--- config.mk ---
export PLATFORM = sky130hd
export DESIGN_NAME = multi_channel_debouncer
export DESIGN_NICKNAME = d
export VERILOG_FILES = /design/src/rtl/multi_channel_debouncer_pkg.sv /design/src/rtl/debounce_channel.sv /design/src/rtl/multi_channel_debouncer.sv
export SDC_FILE = /design/constraint.sdc
export NUM_CORES = 1
export LEC_CHECK = 0
export CORE_ASPECT_RATIO = 0.6
export CORE_UTILIZATION = 28
export DETAILED_ROUTE_END_ITERATION = 7
export DONT_BUFFER_PORTS = 1
export SETUP_SLACK_MARGIN = 0.3
export SLEW_MARGIN = 25
export SYNTH_ARGS = -nofsm -noshare
export SYNTH_HDL_FRONTEND = slang
export SYNTH_SLANG_ARGS = --single-unit
--- constraint.sdc ---
create_clock -name clk -period 2.35 [get_ports clk]
set_input_delay 0.235 -clock clk [delete_from_list [all_inputs] [get_ports clk]]
set_output_delay 0.235 -clock clk [all_outputs]
set_load 0.05 [all_outputs]
--- src/rtl/multi_channel_debouncer_pkg.sv ---
// Shared types and helpers for the multi-channel debouncer.
// Optional DEBOUNCE_SYNC_EN adds a 2-flop input synchroniser per channel.
package debounce_pkg;

  typedef enum logic {
    DB_STABLE  = 1'b0,
    DB_QUALIFY = 1'b1
  } db_state_e;

  // Bits needed to count 0 .. value-1.
  function automatic int db_clog2(input int value);
    int r;
    int v;
    r = 0;
    v = value - 1;
    while (v > 0) begin
      r++;
      v = v >> 1;
    end
    return r;
  endfunction

endpackage

--- src/rtl/debounce_channel.sv ---
// One debounce channel: optional synchroniser, 2-state qualify FSM, counter,
// filtered output register and registered rise/fall pulses. Macro: DEBOUNCE_SYNC_EN.
module debounce_channel
  import debounce_pkg::*;
#(
  parameter int   STABLE_CYCLES = 100,
  parameter logic RST_LEVEL     = 1'b0,
  parameter int   CNT_W         = db_clog2(STABLE_CYCLES)
) (
  input  logic clk,
  input  logic rst_n,
  input  logic noisy_i,
  output logic out_o,
  output logic rise_o,
  output logic fall_o,
  output logic state_dbg_o
);

  localparam logic [CNT_W-1:0] CNT_LAST = CNT_W'(STABLE_CYCLES - 1);

  db_state_e        state_q, state_d;
  logic [CNT_W-1:0] cnt_q, cnt_d;
  logic             out_q, out_d;
  logic             rise_q, rise_d;
  logic             fall_q, fall_d;
  logic             sample;
  logic             accept;

`ifdef DEBOUNCE_SYNC_EN
  logic [1:0] sync_q;

  always_ff @(posedge clk or negedge rst_n) begin
    if (!rst_n) sync_q <= {2{RST_LEVEL}};
    else        sync_q <= {sync_q[0], noisy_i};
  end

  assign sample = sync_q[1];
`else
  assign sample = noisy_i;
`endif

  // The differing sample that completes the count is the accepting one.
  assign accept = (state_q == DB_QUALIFY) && (sample != out_q) && (cnt_q == CNT_LAST);

  always_ff @(posedge clk or negedge rst_n) begin
    if (!rst_n) begin
      state_q <= DB_STABLE;
      cnt_q   <= '0;
      out_q   <= RST_LEVEL;
      rise_q  <= 1'b0;
      fall_q  <= 1'b0;
    end else begin
      state_q <= state_d;
      cnt_q   <= cnt_d;
      out_q   <= out_d;
      rise_q  <= rise_d;
      fall_q  <= fall_d;
    end
  end

  always_comb begin
    state_d = state_q;
    cnt_d   = '0;
    case (state_q)
      DB_STABLE: begin
        if (sample != out_q) begin
          state_d = DB_QUALIFY;
          cnt_d   = CNT_W'(1);
        end
      end
      DB_QUALIFY: begin
        if ((sample == out_q) || accept) begin
          state_d = DB_STABLE;
        end else begin
          cnt_d = cnt_q + 1'b1;
        end
      end
      default: state_d = DB_STABLE;
    endcase
  end

  always_comb begin
    out_d  = out_q;
    rise_d = 1'b0;
    fall_d = 1'b0;
    if (accept) begin
      out_d  = sample;
      rise_d = sample;
      fall_d = ~sample;
    end
  end

  assign out_o       = out_q;
  assign rise_o      = rise_q;
  assign fall_o      = fall_q;
  assign state_dbg_o = state_q;

endmodule

--- src/rtl/multi_channel_debouncer.sv ---
// N independent debounce channels with rise/fall pulses and bouncing status.
// Macro: DEBOUNCE_SYNC_EN enables a 2-flop synchroniser in every channel.
module multi_channel_debouncer
  import debounce_pkg::*;
#(
  parameter int   NUM_CH        = 4,
  parameter int   STABLE_CYCLES = 100,
  parameter logic RST_LEVEL     = 1'b0,
  parameter int   CNT_W         = db_clog2(STABLE_CYCLES)
) (
  input  logic              clk,
  input  logic              rst_n,
  input  logic [NUM_CH-1:0] noisy_in,
  output logic [NUM_CH-1:0] debouncer_out,
  output logic [NUM_CH-1:0] rise_pulse,
  output logic [NUM_CH-1:0] fall_pulse,
  output logic [NUM_CH-1:0] bouncing
);

  logic [NUM_CH-1:0] state_dbg;

  for (genvar g = 0; g < NUM_CH; g++) begin : g_ch
    debounce_channel #(
      .STABLE_CYCLES(STABLE_CYCLES),
      .RST_LEVEL    (RST_LEVEL),
      .CNT_W        (CNT_W)
    ) u_ch (
      .clk        (clk),
      .rst_n      (rst_n),
      .noisy_i    (noisy_in[g]),
      .out_o      (debouncer_out[g]),
      .rise_o     (rise_pulse[g]),
      .fall_o     (fall_pulse[g]),
      .state_dbg_o(state_dbg[g])
    );
  end

  // Registered state doubles as the bouncing flag (QUALIFY encodes as 1).
  assign bouncing = state_dbg;

endmodule

### Word level (Yosys, flattened, before mapping)

Cells that the tools add are included.
W data, S select, Z words.

* add/sub/neg operators: 4
* equal/unequal tests: 12
* multiplexer cells: 32
* bitwise operators: 8
* reduce and logical (&&, ||, !) cells: 12

Operators by type and width (number)
* $pmux W7 S2: 4
* $add A7 B1 Y7 const B: 4
* $eq A7 B7 Y1 const B: 4
* $mux W7: 4
* $mux W1: 20
* $logic_and A1 B1 Y1: 8
* $not A1 Y1: 8
* $pmux W1 S2: 4
* $eq A1 B1 Y1: 4
* $logic_or A1 B1 Y1: 4
* $ne A1 B1 Y1: 4

* register bits after elaboration: 44
* bits of input ports: 6
* output and inout port bits: 16

### Longest topological paths before layout

* word-level depth: 6
* gate-level depth with buffers: 4
* depth with buffers taken out: 4

### Modules after synthesis

From an unflattened synthesis, not the netlist that was laid out.

* cell total of the unflattened synthesis: 180
* area total of the unflattened synthesis: 2042.0 um2

Modules (own cells, without submodules)
* debounce_channel: instances 4, cells each 45, area each 510.5 um2

### Worst setup path after synthesis

Ideal clock, no wire load.

* kind: register -> register
* start point: register g_ch[2].u_ch.cnt_q[0]
* end point: register g_ch[2].u_ch.out_q
* library setup time: 125 ps
* arrival time: 1212 ps
* required time: 2225 ps
* path slack: 1014 ps
* stages on the path, launching flop included: 5
* cell sequence: dfrtp_1 > ha_1 > and2_1 > nand3_1 > mux2_2

* longest elaborated chain between the ends: 2

Ends and longest elaborated chain
* from (decl): RTL line debounce_channel.sv:22 `logic [CNT_W-1:0] cnt_q, cnt_d;`
* from (signal assigned): RTL line debounce_channel.sv:54 `cnt_q <= cnt_d;`
* $eq A7 B7 Y1: RTL line debounce_channel.sv:43 `assign accept = (state_q == DB_QUALIFY) && (sample != out_q) && (cnt_q == CNT_LAST);`
* $logic_and A1 B1 Y1: RTL line debounce_channel.sv:43
* to (signal assigned): RTL line debounce_channel.sv:55 `out_q <= out_d;`
* to (decl): RTL line debounce_channel.sv:23 `logic out_q, out_d;`

No other way between the ends.
A chain may end at the register's enable or synchronous reset.

### Worst setup path after layout

* start point: register g_ch[0].u_ch.out_q
* end point: register g_ch[0].u_ch.cnt_q[6]

* longest elaborated chain between the ends: 6

Ends and longest elaborated chain
* from (decl): RTL line debounce_channel.sv:23
* from (signal assigned): RTL line debounce_channel.sv:55
* $ne A1 B1 Y1: RTL line debounce_channel.sv:43
* $logic_and A1 B1 Y1 (2 in a row): RTL line debounce_channel.sv:43
* $logic_or A1 B1 Y1 *: RTL line debounce_channel.sv:72 `if ((sample == out_q) || accept) begin`
* $mux W7 *: RTL line debounce_channel.sv:72
* $pmux W7 S2 *: RTL line debounce_channel.sv:64 `case (state_q)`
* via g_ch[0].u_ch.cnt_d[6]: RTL line debounce_channel.sv:22
* to (signal assigned): RTL line debounce_channel.sv:54
* to (decl): RTL line debounce_channel.sv:22

The timed path passes the listed nets; every way through them passes the cells marked *.

==> flow_summary.json <==
{
  "status": "completed",
  "routed-via-count": 1252,
  "hp-start": "noisy_in[0]",
  "cts_tree": "yes",
  "cts_buffer_depth": 2,
  "hpwl_um": 2320,
  "io_pins": 22,
  "timing.rr.start": "g_ch[0].u_ch.out_o$_DFFE_PN0P_",
  "crit_path_max_incr_delay_ns": 0.66,
  "fin_skew_ns": 0.00272,
  "mostFrequentLayoutCell": "dfrtp_1",
  "power.density_mw_per_mm2": 724,
  "die_h_um": 69.1,
  "drt_wl_total_um": 3260,
  "worstSetupPathType": "reg -> reg",
  "r2r_cells": 3,
  "dp_slack_ns": 0.808,
  "rsz0062_at_grt": "no",
  "cts_buffers": 5,
  "worst-path-buf-inv": 0,
  "start_util": 0.289,
  "synthArstFlopShare": 1.00,
  "core_mm2": 0.00727,
  "endpoint_kind": "flop",
  "cp_max_fo": 6,
  "nets": 196,
  "clk_pin_slew_ns": 0.06,
  "rr_endpoint": "g_ch[0].u_ch.cnt_q[6]$_DFF_PN0_",
  "slowest_stage": "dfrtp_1",
  "hold_depth": 1,
  "hold_slack_ns": 0.0870,
  "hold_class": "in -> reg",
  "grt_use_total": 0.0936,
  "cp_data_arrival_time_ns": 1.75,
  "setup_viol": 0,
  "post-route-period-util": 0.662,
  "crit_path_start_kind": "flop",
  "cp_data_required_time_ns": 2.55,
  "diodes": 0,
  "drt-initial-drc-count": 90,
  "relSlewSlack": 0.610,
  "drcViolationCount": 0,
  "synth_seq_cells": 44,
  "synth_ff_type": "dfrtp_1",
  "rows": 24,
  "path_cells": "xnor2_1, a311o_2, a21oi_1",
  "ctsResizeCount": 0,
  "slew_viol_final": 0,
  "cts_max_level": 2,
  "grt_pass1_vias": 1220,
  "layout_min_cycle_time_ns": 1.55,
  "leakagePower_nw": 0.995,
  "syn_area_per_cell_um2": 10.9,
  "switchingPower_mw": 0.415,
  "synth_seq_area_share": 0.524,
  "insertion_delay_ns": 0.28,
  "hold_buffers": 2,
  "die_w_um": 114,
  "grt_pass1_wl_um": 5730,
  "io_buffers": 0,
  "areaGrowthSynthToFinish_pct": 9.94,
  "root_buffer": "clkbuf_16",
  "p_clk_frac": 0.418,
  "drive_above_1_share": 0.118,
  "syn_nets": 202,
  "fin_total_pwr_mw": 1.67,
  "synth_edf_count": 0,
  "grt_max_degree": 45,
  "antenna_found_initial": 0,
  "fin_tns_setup_ns": 0,
  "fin_util": 0.318,
  "hold_viol_final": 0,
  "grt_overflow": 0,
  "drtAntennaViolNets": 0,
  "post_cts_buffers": 0,
  "yosysWarnings": 0,
  "wl_per_cell_um": 11.2,
  "p_sw_frac": 0.248,
  "netlist_area_mm2": 0.00210,
  "maxCapViolCount": 0,
  "ir_worst_vdd_mv": 0.242,
  "crit_family": "flip-flops",
  "drtPass1Iterations": 4,
  "seqPwrFrac": 0.508,
  "p_comb_frac": 0.074,
  "min_to": "g_ch[0].u_ch.out_o$_DFFE_PN0P_",
  "max_freq_mhz": 643,
  "r2r_slack_ns": 0.80,
  "vias_per_cell": 4.30,
  "clock_sinks": 44,
  "syn_inst": 192,
  "final_cell_mix": "44 x dfrtp_1, 20 x nor2_1, 16 x a21oi_1",
  "fin_ws_ns": 0.795,
  "ys_types": 24,
  "num-fill-cells": 761,
  "die_area_mm2": 0.00787,
  "place_congestion": 0.756,
  "power.internal_mw": 1.26,
  "tightest_slew_ns": 0.584
}
synthesized netlist by cell type, types with 4 or more instances:
library cell	n	area, µm²
nand2_1	8	30.0
and2_1	4	25.0
buf_4	16	120
nand3_1	12	60.1
o21ai_0	8	40.0
xor2_1	8	70.1
xnor2_1	8	70.1
ha_1	4	50.1
or3_1	8	50.1
and3b_1	4	35.0
a21oi_1	16	80.1
and3_1	4	25.0
inv_1	8	30.0
dfrtp_1	44	1100
nor2_1	20	75.1
nor4b_4	4	95.1
layout make-up:
type	instances	area [µm²]	share of cell area
multi-input cells	124	851	0.368
clock buffers	6	139	0.0601
inverters	8	30.0	0.0130
clock inverters	2	15.0	0.00650
flip-flops and latches	44	1100	0.476
repair buffers	3	45.0	0.0195
well taps	104	130	0.0563
registers in the layout (all words and copies together), names as in the netlist:
name	count
g_ch.u_ch.cnt_q	28
g_ch.u_ch.state_dbg_o	4
g_ch.u_ch.rise_o	4
g_ch.u_ch.out_o	4
g_ch.u_ch.fall_o	4
power groups by stage:
stage	clock [mW]	sequential (mW)	combinational, mW
2_1_floorplan	0	0.824	0.134
3_3_place_gp	0	0.864	0.104
3_5_place_dp	0	0.865	0.106
4_1_cts	0.724	0.851	0.129
5_1_grt	0.759	0.856	0.146
6_report	0.699	0.850	0.125
stage by stage:
step	cells	cell area, µm²
finish	291	2310
global route	291	2310
CTS	291	2310
detailed placement	281	2120
global placement	281	2120
floorplan	192	2100
routing by layer:
layer | GRT usage | part of all wire | vias up
met5 | 0 | 0 | -
met1 | 0.141 | 0.56 | 588
met2 | 0.117 | 0.38 | 20
met4 | 0.0303 | 0.0058 | 0
met3 | 0.0396 | 0.054 | 2
li1 | - | - | 642
cell families after synthesis:
logic type | count (synthesis) | synth area share
xor+xnor | 16 | 0.0667
fa+ha+maj | 4 | 0.0238
mux | 4 | 0.0214
flops | 44 | 0.524
compound gates | 32 | 0.0917
simple gates | 68 | 0.201
buf+inv | 24 | 0.0714
how the worst max path moves through the flow:
stage                                    startpoint                              end  slack [ns]  cells past startpoint
detailed placement   g_ch[1].u_ch.out_o$_DFFE_PN0P_  g_ch[1].u_ch.cnt_q[5]$_DFF_PN0_        0.81                      3
global placement     g_ch[0].u_ch.out_o$_DFFE_PN0P_  g_ch[0].u_ch.cnt_q[5]$_DFF_PN0_        0.84                      3
finish               g_ch[0].u_ch.out_o$_DFFE_PN0P_  g_ch[0].u_ch.cnt_q[6]$_DFF_PN0_        0.80                      3
global route         g_ch[0].u_ch.out_o$_DFFE_PN0P_  g_ch[0].u_ch.cnt_q[5]$_DFF_PN0_        0.69                      3
CTS                  g_ch[0].u_ch.out_o$_DFFE_PN0P_  g_ch[0].u_ch.cnt_q[6]$_DFF_PN0_        0.79                      3
floorplan           g_ch[2].u_ch.cnt_q[0]$_DFF_PN0_   g_ch[2].u_ch.out_o$_DFFE_PN0P_        1.01                      4
(Power assumes the default switching activity.)
